[config.mk]
export PLATFORM = sky130hd
export DESIGN_NAME = alu_arbiter_flat
export DESIGN_NICKNAME = d
export VERILOG_FILES = /design/src/rtl/alu_arbiter_if.sv /design/src/rtl/alu_arbiter.sv /design/src/flat_wrapper.sv
export SDC_FILE = /design/constraint.sdc
export NUM_CORES = 1
export LEC_CHECK = 0
export CAP_MARGIN = 10
export CORE_MARGIN = 2
export CORE_UTILIZATION = 34
export DETAILED_ROUTE_END_ITERATION = 16
export PLACE_DENSITY = 0.77
export SETUP_SLACK_MARGIN = 0.15
export SYNTH_ARGS = -nofsm -noshare
export SYNTH_HDL_FRONTEND = slang
export SYNTH_SLANG_ARGS = --single-unit
export TNS_END_PERCENT = 1
[constraint.sdc]
create_clock -name clk -period 1.35 [get_ports clk]
set_input_delay 0.27 -clock clk [delete_from_list [all_inputs] [get_ports clk]]
set_output_delay 0.27 -clock clk [all_outputs]
set_load 0.02 [all_outputs]
[src/rtl/alu_arbiter_if.sv]
// Request, response and shared-ALU signal bundle for alu_arbiter.
// slave is the arbiter side; master is the requester/ALU side.
interface alu_arbiter_if;
    logic        req0_valid;
    logic        req0_ready;
    logic [31:0] req0_a;
    logic [31:0] req0_b;
    logic [3:0]  req0_ctrl;

    logic        req1_valid;
    logic        req1_ready;
    logic [31:0] req1_a;
    logic [31:0] req1_b;
    logic [3:0]  req1_ctrl;

    logic        rsp0_valid;
    logic        rsp1_valid;
    logic [31:0] rsp_result;
    logic        rsp_zero;
    logic        rsp_err;

    logic [31:0] alu_a;
    logic [31:0] alu_b;
    logic [3:0]  alu_ctrl;
    logic [31:0] alu_result;
    logic        alu_zero;

    logic        busy;

    modport slave (
        input  req0_valid, req0_a, req0_b, req0_ctrl,
        input  req1_valid, req1_a, req1_b, req1_ctrl,
        input  alu_result, alu_zero,
        output req0_ready, req1_ready,
        output rsp0_valid, rsp1_valid,
        output rsp_result, rsp_zero, rsp_err,
        output alu_a, alu_b, alu_ctrl,
        output busy
    );

    modport master (
        output req0_valid, req0_a, req0_b, req0_ctrl,
        output req1_valid, req1_a, req1_b, req1_ctrl,
        output alu_result, alu_zero,
        input  req0_ready, req1_ready,
        input  rsp0_valid, rsp1_valid,
        input  rsp_result, rsp_zero, rsp_err,
        input  alu_a, alu_b, alu_ctrl,
        input  busy
    );
endinterface

[src/rtl/alu_arbiter.sv]
// Two-requester round-robin arbiter in front of one shared combinational ALU.
// Optional ALU_ARB_ILLEGAL_CHK_EN: unsupported op codes answer early with rsp_err.
module alu_arbiter (
    input  logic         clk,
    input  logic         rst,
    alu_arbiter_if.slave bus
);
    typedef enum logic [1:0] {
        IDLE = 2'd0,
        EXEC = 2'd1,
        RESP = 2'd2
    } state_t;

    state_t      state;
    state_t      state_nxt;

    logic [31:0] op_a;
    logic [31:0] op_b;
    logic [3:0]  op_ctrl;
    logic        op_id;
    logic        last;

    logic [31:0] res_q;
    logic        zero_q;

    logic        gnt0;
    logic        gnt1;
    logic        accept;
    logic [31:0] acc_a;
    logic [31:0] acc_b;
    logic [3:0]  acc_ctrl;
    logic        bad;

    // last == 1 means requester 1 was served most recently, so 0 wins a tie
    always_comb begin
        gnt0 = 1'b0;
        gnt1 = 1'b0;
        if (state == IDLE && !rst) begin
            unique case (1'b1)
                bus.req0_valid && !bus.req1_valid: gnt0 = 1'b1;
                bus.req1_valid && !bus.req0_valid: gnt1 = 1'b1;
                bus.req0_valid && bus.req1_valid: begin
                    gnt0 = last;
                    gnt1 = !last;
                end
                default: begin
                    gnt0 = 1'b0;
                    gnt1 = 1'b0;
                end
            endcase
        end
    end

    assign accept   = gnt0 | gnt1;
    assign acc_a    = gnt1 ? bus.req1_a    : bus.req0_a;
    assign acc_b    = gnt1 ? bus.req1_b    : bus.req0_b;
    assign acc_ctrl = gnt1 ? bus.req1_ctrl : bus.req0_ctrl;

`ifdef ALU_ARB_ILLEGAL_CHK_EN
    logic err_q;

    function automatic logic supported(input logic [3:0] c);
        return c inside {4'b0000, 4'b0001, 4'b0010,
                         4'b0110, 4'b0111, 4'b1100};
    endfunction

    assign bad = !supported(acc_ctrl);
`else
    assign bad = 1'b0;
`endif

    always_comb begin
        state_nxt = state;
        unique case (state)
            IDLE: begin
                if (accept) begin
                    state_nxt = bad ? RESP : EXEC;
                end
            end
            EXEC:    state_nxt = RESP;
            RESP:    state_nxt = IDLE;
            default: state_nxt = IDLE;
        endcase
    end

    always_ff @(posedge clk) begin
        if (rst) begin
            state <= IDLE;
        end else begin
            state <= state_nxt;
        end
    end

    always_ff @(posedge clk) begin
        if (rst) begin
            op_a    <= '0;
            op_b    <= '0;
            op_ctrl <= '0;
            op_id   <= 1'b0;
            last    <= 1'b1;
        end else begin
            if (accept) begin
                op_a    <= acc_a;
                op_b    <= acc_b;
                op_ctrl <= acc_ctrl;
                op_id   <= gnt1;
            end
            if (state == RESP) begin
                last <= op_id;
            end
        end
    end

    always_ff @(posedge clk) begin
        if (rst) begin
            res_q  <= '0;
            zero_q <= 1'b0;
        end else if (state == EXEC) begin
            res_q  <= bus.alu_result;
            zero_q <= bus.alu_zero;
        end else if (accept && bad) begin
            res_q  <= '0;
            zero_q <= 1'b0;
        end
    end

`ifdef ALU_ARB_ILLEGAL_CHK_EN
    always_ff @(posedge clk) begin
        if (rst) begin
            err_q <= 1'b0;
        end else if (state == EXEC) begin
            err_q <= 1'b0;
        end else if (accept && bad) begin
            err_q <= 1'b1;
        end
    end

    assign bus.rsp_err = err_q;
`else
    assign bus.rsp_err = 1'b0;
`endif

    assign bus.req0_ready = gnt0;
    assign bus.req1_ready = gnt1;

    // a reset landing on the response cycle suppresses the pulse
    assign bus.rsp0_valid = (state == RESP) && !op_id && !rst;
    assign bus.rsp1_valid = (state == RESP) &&  op_id && !rst;

    assign bus.rsp_result = res_q;
    assign bus.rsp_zero   = zero_q;

    assign bus.alu_a    = op_a;
    assign bus.alu_b    = op_b;
    assign bus.alu_ctrl = op_ctrl;

    assign bus.busy = (state != IDLE);
endmodule
[src/flat_wrapper.sv]
// flat-port wrapper written by rule: the top's interface ports become plain ports
module alu_arbiter_flat 
  (clk, rst, bus_req0_valid, bus_req0_a, bus_req0_b, bus_req0_ctrl, bus_req1_valid, bus_req1_a, bus_req1_b, bus_req1_ctrl, bus_alu_result, bus_alu_zero, bus_req0_ready, bus_req1_ready, bus_rsp0_valid, bus_rsp1_valid, bus_rsp_result, bus_rsp_zero, bus_rsp_err, bus_alu_a, bus_alu_b, bus_alu_ctrl, bus_busy);
  alu_arbiter_if bus_i ();
  input  logic clk;
  input  logic rst;
  input wire logic [$bits(bus_i.req0_valid)-1:0] bus_req0_valid;
  input wire logic [$bits(bus_i.req0_a)-1:0] bus_req0_a;
  input wire logic [$bits(bus_i.req0_b)-1:0] bus_req0_b;
  input wire logic [$bits(bus_i.req0_ctrl)-1:0] bus_req0_ctrl;
  input wire logic [$bits(bus_i.req1_valid)-1:0] bus_req1_valid;
  input wire logic [$bits(bus_i.req1_a)-1:0] bus_req1_a;
  input wire logic [$bits(bus_i.req1_b)-1:0] bus_req1_b;
  input wire logic [$bits(bus_i.req1_ctrl)-1:0] bus_req1_ctrl;
  input wire logic [$bits(bus_i.alu_result)-1:0] bus_alu_result;
  input wire logic [$bits(bus_i.alu_zero)-1:0] bus_alu_zero;
  output wire logic [$bits(bus_i.req0_ready)-1:0] bus_req0_ready;
  output wire logic [$bits(bus_i.req1_ready)-1:0] bus_req1_ready;
  output wire logic [$bits(bus_i.rsp0_valid)-1:0] bus_rsp0_valid;
  output wire logic [$bits(bus_i.rsp1_valid)-1:0] bus_rsp1_valid;
  output wire logic [$bits(bus_i.rsp_result)-1:0] bus_rsp_result;
  output wire logic [$bits(bus_i.rsp_zero)-1:0] bus_rsp_zero;
  output wire logic [$bits(bus_i.rsp_err)-1:0] bus_rsp_err;
  output wire logic [$bits(bus_i.alu_a)-1:0] bus_alu_a;
  output wire logic [$bits(bus_i.alu_b)-1:0] bus_alu_b;
  output wire logic [$bits(bus_i.alu_ctrl)-1:0] bus_alu_ctrl;
  output wire logic [$bits(bus_i.busy)-1:0] bus_busy;
  assign bus_i.req0_valid = bus_req0_valid;
  assign bus_i.req0_a = bus_req0_a;
  assign bus_i.req0_b = bus_req0_b;
  assign bus_i.req0_ctrl = bus_req0_ctrl;
  assign bus_i.req1_valid = bus_req1_valid;
  assign bus_i.req1_a = bus_req1_a;
  assign bus_i.req1_b = bus_req1_b;
  assign bus_i.req1_ctrl = bus_req1_ctrl;
  assign bus_i.alu_result = bus_alu_result;
  assign bus_i.alu_zero = bus_alu_zero;
  assign bus_req0_ready = bus_i.req0_ready;
  assign bus_req1_ready = bus_i.req1_ready;
  assign bus_rsp0_valid = bus_i.rsp0_valid;
  assign bus_rsp1_valid = bus_i.rsp1_valid;
  assign bus_rsp_result = bus_i.rsp_result;
  assign bus_rsp_zero = bus_i.rsp_zero;
  assign bus_rsp_err = bus_i.rsp_err;
  assign bus_alu_a = bus_i.alu_a;
  assign bus_alu_b = bus_i.alu_b;
  assign bus_alu_ctrl = bus_i.alu_ctrl;
  assign bus_busy = bus_i.busy;
  alu_arbiter u_core (.clk(clk), .rst(rst), .bus(bus_i));
endmodule
* Word level (Yosys, flattened, before mapping)
Index checks and enable logic that the tools add are counted.
** Word-level totals
- Memories :: 0
- Bits in latches :: 0
- Memory bits (writable) :: 0
- Bits in registers :: 105
- ROM bits :: 0
- Input bits :: 173
** Cells by class
- $lt $le $gt $ge :: 0
- $mul :: 0
- Bitwise logic cells :: 1
- Shift-type cells :: 0
- Divide/modulo/power cells :: 0
- Equality and inequality tests :: 3
- Reductions and logical operators :: 15
- Multiplexer cells :: 9
- $add $sub $neg :: 0
** Operators with widths (count)
- $mux 32 :: 2
- $logic_and 1x1->1 :: 8
- $logic_not 1->1 :: 5
- $mux 4 :: 1
- $pmux 1 s2 :: 2
- $pmux 2 s2 :: 1
- $eq 2x1->1 const B :: 1
- $eq 2x2->1 const B :: 1
- $logic_not 2->1 :: 1
- $mux 1 :: 2
- $mux 2 :: 1
- $ne 2x1->1 const B :: 1
- $reduce_bool 2->1 :: 1
- $or 1x1->1 :: 1

* Longest topological paths before layout
Gate-level depths: netlist (run 1).
- Word-level depth :: 7
- Depth in mapped cells :: 7

* Worst setup path after synthesis (run 1)
No wires, ideal clock.
- Kind :: input port to output port
- Start point :: in rst
- End point :: out bus_req0_ready
- Required time :: 1080 ps
- Data arrival time :: 1555 ps
- Cell stages on the path :: 5
- Setup slack :: -475 ps
- Path buffers :: 3
- Path through :: buf_2 > or3_1 > buf_2 > clkbuf_1 > nor3_1
** On the way
- Longest elaborated chain between the ends :: 3
** Ends and longest elaborated chain
- start: declaration :: RTL line flat_wrapper.sv:6 : input logic rst;
- $logic_not 1->1 :: RTL line alu_arbiter.sv:38 : if (state == IDLE && !rst) begin
- $logic_and 1x1->1 :: RTL line alu_arbiter.sv:38
- $mux 1 :: RTL line alu_arbiter.sv:38
- end: declaration :: RTL line flat_wrapper.sv:17 : output wire logic [$bits(bus_i.req0_ready)-1:0] bus_req0_ready;
No other way between the ends.

* Final worst setup path (run 1)
- Start point :: reg u_core.state[0]
- End point :: out bus_req0_ready
** On the way
- Longest elaborated chain between the ends :: 3
** Ends and longest elaborated chain
- start: declaration :: RTL line alu_arbiter.sv:14 : state_t state;
- start signal: assignment :: RTL line alu_arbiter.sv:90 : state <= state_nxt;
- $logic_not 2->1 :: RTL line alu_arbiter.sv:38
- $logic_and 1x1->1 :: RTL line alu_arbiter.sv:38
- $mux 1 :: RTL line alu_arbiter.sv:38
No other way between the ends.

==> impl_metrics.toml, run 1 <==
[outcome]
violations = "negative setup slack"
status = "finished, violations left"

[cells_and_area]
syn_to_final_growth_pct = 64.0
fin_nets = 999
drive_gt1_share_pct = 22.7
antenna-diode-count = 0
nFillCells = 1218

[route]
drt_iter0_markers = 296
wl_met3_um = 1550
final_antenna_net_count = 0
top_layer_used = "met4"
drt_wl_total_um = 17500
met1Wirelength_um = 7100
via_per_inst = 5.47
post_drt_wl_per_cell_um = 17.4
drc_errors = 0
vias = 5502
routed-wl-met2_um = 8480
first_pass_iters = 5

[placed_design]
dp_hpwl_um = 12400
gp_congestion = 0.780
port-buffer-count = 278

[power_and_ir_drop]
p_total_w = 0.00859
intPower_w = 0.00606
power_frac_clock_pct = 31.5
cellLeakagePower_nw = 2.91
power_frac_seq_pct = 40.7
p_per_area_nw_per_um2 = 1120
switching_share_pct = 29.5
p_sw_w = 0.00253
power_frac_comb_pct = 27.8
peakVddDrop_mv = 0.560

[timing]
fin_skew_ps = 4.57
rsz0062_at_grt = "true"
fin_tns_setup_ps = -11650
final_max_slew_viol_count = 0
fin_crit_sh_pct = 120
fmax_mhz = 615
setup_viol = 73
slew_headroom_pct = 60.2
period_minus_slack_ps = 1630
finalWorstSetupSlack_ps = -276
hold_viol = 0
max_slew.worst_pin.slew_ps = 598

[logic_synthesis]
yosysUniqueCellTypes = 29
yosysTopAreaCellShare_pct = 45.0
synthTopCellsByArea = "dfxtp_1 45%, a21oi_1 11%, a311oi_1 11%"
syn_nets = 746
synth-seq-cells = 105
ys_seq_area_share_pct = 45.0
synth-adder-area-share_pct = 0
muxShareOfSynthArea_pct = 0.214
netlist_instances = 573
yosysWarnings = 0
netlist_area_sq_um = 4670
synth_compound_area_share_pct = 32.9
synthSimpleGateAreaFrac_pct = 14.7
synth_top_family_by_area = "compound AO/OA/AOI/OAI gates"
postSynthAreaPerCell_sq_um = 8.15
synth_largest_area_cell = "dfxtp_1"
synth_xor_xnor_area_share_pct = 0

[worst_setup_path]
start_kind = "flip-flop"
cp_max_fo = 4
crit_type = "flip-flop to primary output"
worstPathArrival_ps = 1360
ff2ff_setup_slack_ps = -250
cp-end-kind = "primary output"
worstPathRequired_ps = 1080

[clocking]
clk_pin_slew_ps = 60
clock_tree.root_cell = "clkbuf_16"
cts.sinks = 105
htreeDepth = 3
clkLatencyLatePin_ps = 350
cts_buffers = 9
cts_tree = "yes"
cts_setup_buffers = 0
cts_hold_buf = 0
clockBufferDepth = 2

[floorplan]
core_region_area_sq_um = 13300
initial_core_util_pct = 35.0
die_area_sq_um = 14700
fp.dieH_um = 121
ios = 280
dieWidth_um = 121
row_count = 42

[flow_run]
cap_violations = 0

[global_route]
overflow = 0
grt_pass1_wl_um = 26800
grt_max_degree = 51
grt_usage_pct = 22.9
antenna_found_initial = 0
grt_pass1_vias = 5327

[worst_hold_path]
hold_path.class = "input pin to flip-flop"
-- layer usage --
layer  global-route usage, %  up-vias
li1                        -     2620
met1                    26.9     2585
met2                    40.0      268
met3                    5.69       29
met4                    9.20        0
met5                       0        -
-- stage by stage --
stage	hold WS, ps	instances	util [%]	setup slack (ps)	instance area [sq um]
CTS	316	1005	57.3	-289	7640
detailed placement	446	991	58.3	-715	7780
global route	328	1005	57.4	-319	7660
finish	331	1005	57.4	-276	7660
floorplan	406	573	-	-205	4690
global placement	442	991	58.3	-683	7780
-- layout make-up --
class / instances / area (sq um) / area share, %
timing repair buffer: 316 / 2690 / 35.2
multi-input combinational: 393 / 2340 / 30.6
sequential: 105 / 2100 / 27.5
clock buffer: 10 / 229 / 2.99
tap: 176 / 220 / 2.87
clock inverter: 4 / 70.1 / 0.915
inverter: 1 / 3.75 / 0.0490
-- power by group through the flow --
stage | logic (W) | clock network (W) | registers [W]
CTS | 0.00239 | 0.00276 | 0.00350
global route | 0.00256 | 0.00289 | 0.00352
detailed placement | 0.00258 | 0 | 0.00357
global placement | 0.00253 | 0 | 0.00355
floorplan | 0.000896 | 0 | 0.00386
finish | 0.00239 | 0.00271 | 0.00350
-- cells in the mapped netlist (all sizes together) --
master	count
nand3	68
nor3	3
a21boi	1
nand2b	4
mux2i	1
nor3b	1
clkbuf	45
nand2	66
a21bo	1
o21ai	69
and2	1
inv	1
nor2	2
buf	29
a311oi	68
a21oi	102
nor2b	2
conb	1
or3	1
or2	2
dfxtp	105
-- logic make-up after synthesis --
logic type | after synthesis
and+or+nand+nor | 150
DFF | 105
buffers and inverters | 75
muxes | 1
AOI/OAI and AO/OA | 241
other | 1
-- sequential cells by signal, summed over array words and instances (netlist names) --
register               count
u_core.bus.alu_a          32
u_core.bus.alu_b          32
u_core.bus.alu_ctrl        4
u_core.bus.rsp_result     32
u_core.bus.rsp_zero        1
u_core.last                1
u_core.op_id               1
u_core.state               2
-- layout by cell type, fill, tap and decap left out, types with 2 or more instances in the layout --
cell type        count
a21oi_1            102
a311oi_1            52
a311oi_2            16
buf_12              10
buf_2              101
buf_4               28
buf_6                6
bufinv_16            2
clkbuf_16            9
clkdlybuf4s50_1    169
clkinv_2             2
dfxtp_1            104
dlygate4sd2_1        2
nand2_1             66
nand2b_1             3
nand3_1             68
nor3_4               3
o21ai_1             68
-- worst paths after layout --
check | from | depth (start not counted) | end
setup / recovery | u_core.state[0] | 3 | bus_req0_ready
hold / removal | rst | 3 | u_core.bus.alu_b[9]
setup reg to reg | u_core.state[0] | 4 | u_core.bus.alu_a[2]
hold reg to reg | u_core.bus.rsp_result[23] | 2 | u_core.bus.rsp_result[23]
-- worst max-delay path: stages, from the launching register on --
cell     delay [ps]
dfxtp_2         330
or3_4           410
nor3_4          130
buf_6           140
-- repair_timing --
item,CTS,global route
resized for setup,453,4
endpoints found under the hold margin,0,0
endpoints found under the setup margin,176,108
pin swaps,25,1
gates cloned,0,0
(Power assumes the default switching activity.)
==> inputs of run 2 (changes only) <==
GPL_ROUTABILITY_DRIVEN = 0   (was not set)
MAX_ROUTING_LAYER = met4   (was not set)
==> impl_metrics.toml, run 2 (same netlist as run 1, synthesis figures left out) <==
[outcome]
status = "finished, violations left"
violations = "negative setup slack"

[worst_setup_path]
ff2ff_setup_slack_ps = -250
critPathSlowestCell = "or3_4"
worstPathRequired_ps = 1080
critPathBufInv = 1
cp-end-kind = "primary output"
r2r-end = "u_core.bus.alu_a[2]"
reg2reg_from = "u_core.state[0]"
crit_family = "simple AND/OR/NAND/NOR gates"
max_stage_delay_ps = 410
r2r_cells = 4
start_kind = "flip-flop"
cp_max_fo = 4
crit_chain = "or3_4 -> nor3_4 -> buf_6"
crit_type = "flip-flop to primary output"
worstPathArrival_ps = 1350

[clocking]
cts.sinks = 105
clk_pin_slew_ps = 60
clock_tree.root_cell = "clkbuf_16"
clockBufferDepth = 2
cts_buffers = 9
clkLatencyLatePin_ps = 350
htreeDepth = 3
cts_setup_buffers = 0
cts_hold_buf = 0
cts_tree = "yes"

[worst_hold_path]
whs_path_depth = 3
hold_path.class = "input pin to flip-flop"
hp-start = "rst"
min_to = "u_core.bus.alu_b[9]"

[cells_and_area]
multi_input_area_sq_um = 2350
fin_cells = 1005
layout_commonest_cell = "clkdlybuf4s50_1"
syn_to_final_growth_pct = 64.4
nFillCells = 1216
register_area_sq_um = 2100
drive_gt1_share_pct = 22.8
antenna-diode-count = 0
fin_area_sq_um = 7680
final_util_pct = 57.5
most-common-layout-cells = "169 x clkdlybuf4s50_1, 104 x dfxtp_1, 102 x a21oi_1"
fin_nets = 999

[floorplan]
core_region_area_sq_um = 13300
die_area_sq_um = 14700
ios = 280
fp.dieH_um = 121
dieWidth_um = 121
initial_core_util_pct = 35.0
row_count = 42

[global_route]
grt_usage_pct = 23.5
grt_pass1_vias = 5348
grt_pass1_wl_um = 26700
antenna_found_initial = 0
grt_max_degree = 51
overflow = 0

[route]
via_per_inst = 5.45
vias = 5481
drt_iter0_markers = 296
drc_errors = 0
post_drt_wl_per_cell_um = 17.5
final_antenna_net_count = 0
drt_wl_total_um = 17500
first_pass_iters = 4

[timing]
period_minus_slack_ps = 1620
max_slew.worst_pin.slew_ps = 611
fin_crit_sh_pct = 120
slew_headroom_pct = 59.3
final_max_slew_viol_count = 0
fin_tns_setup_ps = -11510
fin_skew_ps = 5.32
hold_viol = 0
setup_viol = 73
fmax_mhz = 616
rsz0062_at_grt = "true"
finalWorstSetupSlack_ps = -272

[power_and_ir_drop]
power_frac_comb_pct = 27.9
p_total_w = 0.00860
intPower_w = 0.00607
switching_share_pct = 29.4
power_frac_seq_pct = 40.7
peakVddDrop_mv = 0.560
p_sw_w = 0.00253
cellLeakagePower_nw = 2.92
p_per_area_nw_per_um2 = 1120
power_frac_clock_pct = 31.4

[placed_design]
place_inst = 991
dp_hpwl_um = 12400
placed_cell_area_sq_um = 7780
port-buffer-count = 278

[flow_run]
cap_violations = 0
[run 2: cell count changes in the layout (fill, tap and decap cells not counted)]
cell,delta
a311oi_1,-1
a311oi_2,+1
buf_12,-1
buf_16,+1
buf_4,-1
buf_6,+1
[run 2: worst max path at each step]
stage | startpoint | to | slack [ps] | depth (start not counted)
2_1_floorplan | rst | bus_req0_ready | -200 | 5
3_3_place_gp | bus_req1_valid | bus_req1_ready | -680 | 4
3_5_place_dp | bus_req1_valid | bus_req1_ready | -720 | 4
4_1_cts | u_core.state[0] | bus_req0_ready | -290 | 3
5_1_grt | u_core.state[0] | bus_req0_ready | -320 | 3
6_report | u_core.state[0] | bus_req0_ready | -270 | 3
[run 2: routing by layer]
metal	vias up	track usage [%]	wire [um]
met3	28	4.28	1440
met1	2555	27.7	7160
met2	277	39.8	8500
li1	2621	-	-
met5	-	-	0
met4	0	9.41	443
[run 2: power by group through the flow]
stage                     Sequential, W  Combinational [W]  Clock (W)
final                           0.00350            0.00240    0.00270
after global routing            0.00352            0.00257    0.00290
after CTS                       0.00350            0.00239    0.00276
after detailed placement        0.00357            0.00258          0
after global placement          0.00355            0.00253          0
after floorplan                 0.00386           0.000896          0
[run 2: per-stage QoR]
stage	hold WS (ps)	setup slack, ps
final	334	-272
after global routing	328	-319
after CTS	316	-289
after detailed placement	446	-715
after global placement	442	-683
after floorplan	406	-205
[run 2: layout make-up]
class / count / share of cell area [%]
clock inverter: 4 / 0.913
clock buffer: 10 / 2.98
sequential: 105 / 27.4
tap: 176 / 2.87
timing repair buffer: 316 / 35.2
multi-input combinational: 393 / 30.6
inverter: 1 / 0.0489
[run 2: worst min-delay path: cells and delay by family]
family          cells  cell delay (ps)
compound gates      1               60
buf+inv             2              300
[run 2: what timing repair did]
item	4_1_cts	5_1_grt
setup endpoints to repair	176	108
resized for setup	453	7
pin swaps	25	1
==> inputs of run 3 (changes only) <==
SETUP_SLACK_MARGIN = not set   (was 0.15)
==> impl_metrics.toml, run 3 (same netlist as run 1, synthesis figures left out) <==
[outcome]
status = "finished, violations left"
violations = "negative setup slack"

[route]
drt_wl_total_um = 17500
final_antenna_net_count = 0
drc_errors = 0
drt_iter0_markers = 280
via_per_inst = 5.42
post_drt_wl_per_cell_um = 17.4
vias = 5444
first_pass_iters = 5

[placed_design]
place_inst = 991
placed_cell_area_sq_um = 7780
port-buffer-count = 278
dp_hpwl_um = 12400
dpl_worst_slack_ps = -715

[worst_setup_path]
r2r-end = "u_core.bus.alu_ctrl[1]"
cp-end-kind = "primary output"
r2r_cells = 4
critPathBufInv = 1
max_stage_delay_ps = 410
crit_chain = "or3_4 -> nor3_4 -> buf_6"
worstPathArrival_ps = 1360
ff2ff_setup_slack_ps = -270
critPathSlowestCell = "or3_4"
crit_type = "flip-flop to primary output"
crit_family = "simple AND/OR/NAND/NOR gates"
cp_max_fo = 4
worstPathRequired_ps = 1080
reg2reg_from = "u_core.state[0]"
worstSetupStartpoint = "u_core.state[0]"
start_kind = "flip-flop"

[timing]
final_max_slew_viol_count = 0
period_minus_slack_ps = 1630
fmax_mhz = 614
fin_crit_sh_pct = 121
finalWorstSetupSlack_ps = -279
fin_skew_ps = 3.91
rsz0062_at_grt = "true"
slew_headroom_pct = 59.5
max_slew.worst_pin.slew_ps = 608
hold_viol = 0
setup_viol = 73

[floorplan]
initial_core_util_pct = 35.0
die_area_sq_um = 14700
row_count = 42
core_region_area_sq_um = 13300
ios = 280
dieWidth_um = 121
fp.dieH_um = 121

[cells_and_area]
fin_nets = 999
fin_cells = 1005
antenna-diode-count = 0
drive_gt1_share_pct = 10.9
most-common-layout-cells = "169 x clkdlybuf4s50_1, 104 x dfxtp_1, 102 x a21oi_1"
syn_to_final_growth_pct = 72.9
layout_commonest_cell = "clkdlybuf4s50_1"
fin_area_sq_um = 8080

[clocking]
clock_tree.root_cell = "clkbuf_16"
clockBufferDepth = 2
cts_buffers = 9
clk_pin_slew_ps = 60
clkLatencyLatePin_ps = 340
cts_tree = "yes"
cts.sinks = 105
htreeDepth = 3
cts_setup_buffers = 0

[worst_hold_path]
whs_path_depth = 3
min_to = "u_core.bus.alu_b[9]"
hp-start = "rst"
hold_path.class = "input pin to flip-flop"

[global_route]
grt_max_degree = 51
antenna_found_initial = 0
grt_pass1_wl_um = 26700
grt_pass1_vias = 5378
overflow = 0
grt_usage_pct = 23.6

[power_and_ir_drop]
peakVddDrop_mv = 0.561
p_per_area_nw_per_um2 = 1070
cellLeakagePower_nw = 3.11

[flow_run]
cap_violations = 0
run 3: cell types whose count changed in the layout (fill, tap and decap cells not counted), sizes merged:
cell / delta
buf: -101
clkbuf: +1
clkdlybuf4s15: +13
dlygate4sd2: +87
run 3: cell type report:
cell class	instances	area (sq um)
repair buffers	316	3100
flip-flops and latches	105	2100
well taps	176	220
multi-input cells	393	2350
fillers	1175	5270
inverters	1	3.75
clock buffers	10	229
clock inverters	4	70.1
run 3: report_power, final:
part / internal (W) / switching, W / leakage [nW]
registers: 0.00336 / 0.000138 / 0.864
logic: 0.00118 / 0.00129 / 2.10
clock network: 0.00160 / 0.00110 / 0.148
run 3: worst register-to-register path, stage by stage, from the launching register on:
cell and delay, ps:
dfxtp_2 330, or3_4 410, buf_4 310, o21ai_1 290, a311oi_1 140
run 3: metal layers:
layer	track usage [%]	vias to the layer above	wire length, um
met2	39.9	263	8520
met4	9.63	0	462
met3	4.28	31	1500
met1	27.6	2530	7010
li1	-	2620	-
met5	-	-	0
run 3: through the flow:
step           utilization, %  total power, W  setup TNS, ps  hold slack [ps]
4_1_cts                  60.1         0.00871         -11640              316
2_1_floorplan               -         0.00476          -3870              406
6_report                 60.5         0.00867         -12060              335
3_5_place_dp             58.3         0.00615         -43720              446
3_3_place_gp             58.3         0.00608         -40470              442
5_1_grt                  60.5         0.00906         -17220              328
run 3: worst max-delay path by stage:
stage / to / slack [ps] / depth (start not counted)
floorplan: bus_req0_ready / -200 / 5
global placement: bus_req1_ready / -680 / 4
detailed placement: bus_req1_ready / -720 / 4
CTS: bus_req0_ready / -290 / 3
global route: bus_req0_ready / -320 / 3
finish: bus_req0_ready / -280 / 3
run 3: repair_timing:
action,in CTS,in global routing
setup endpoints to repair,175,85
resized for setup,151,20
hold buffers,0,0
pin swaps,25,0
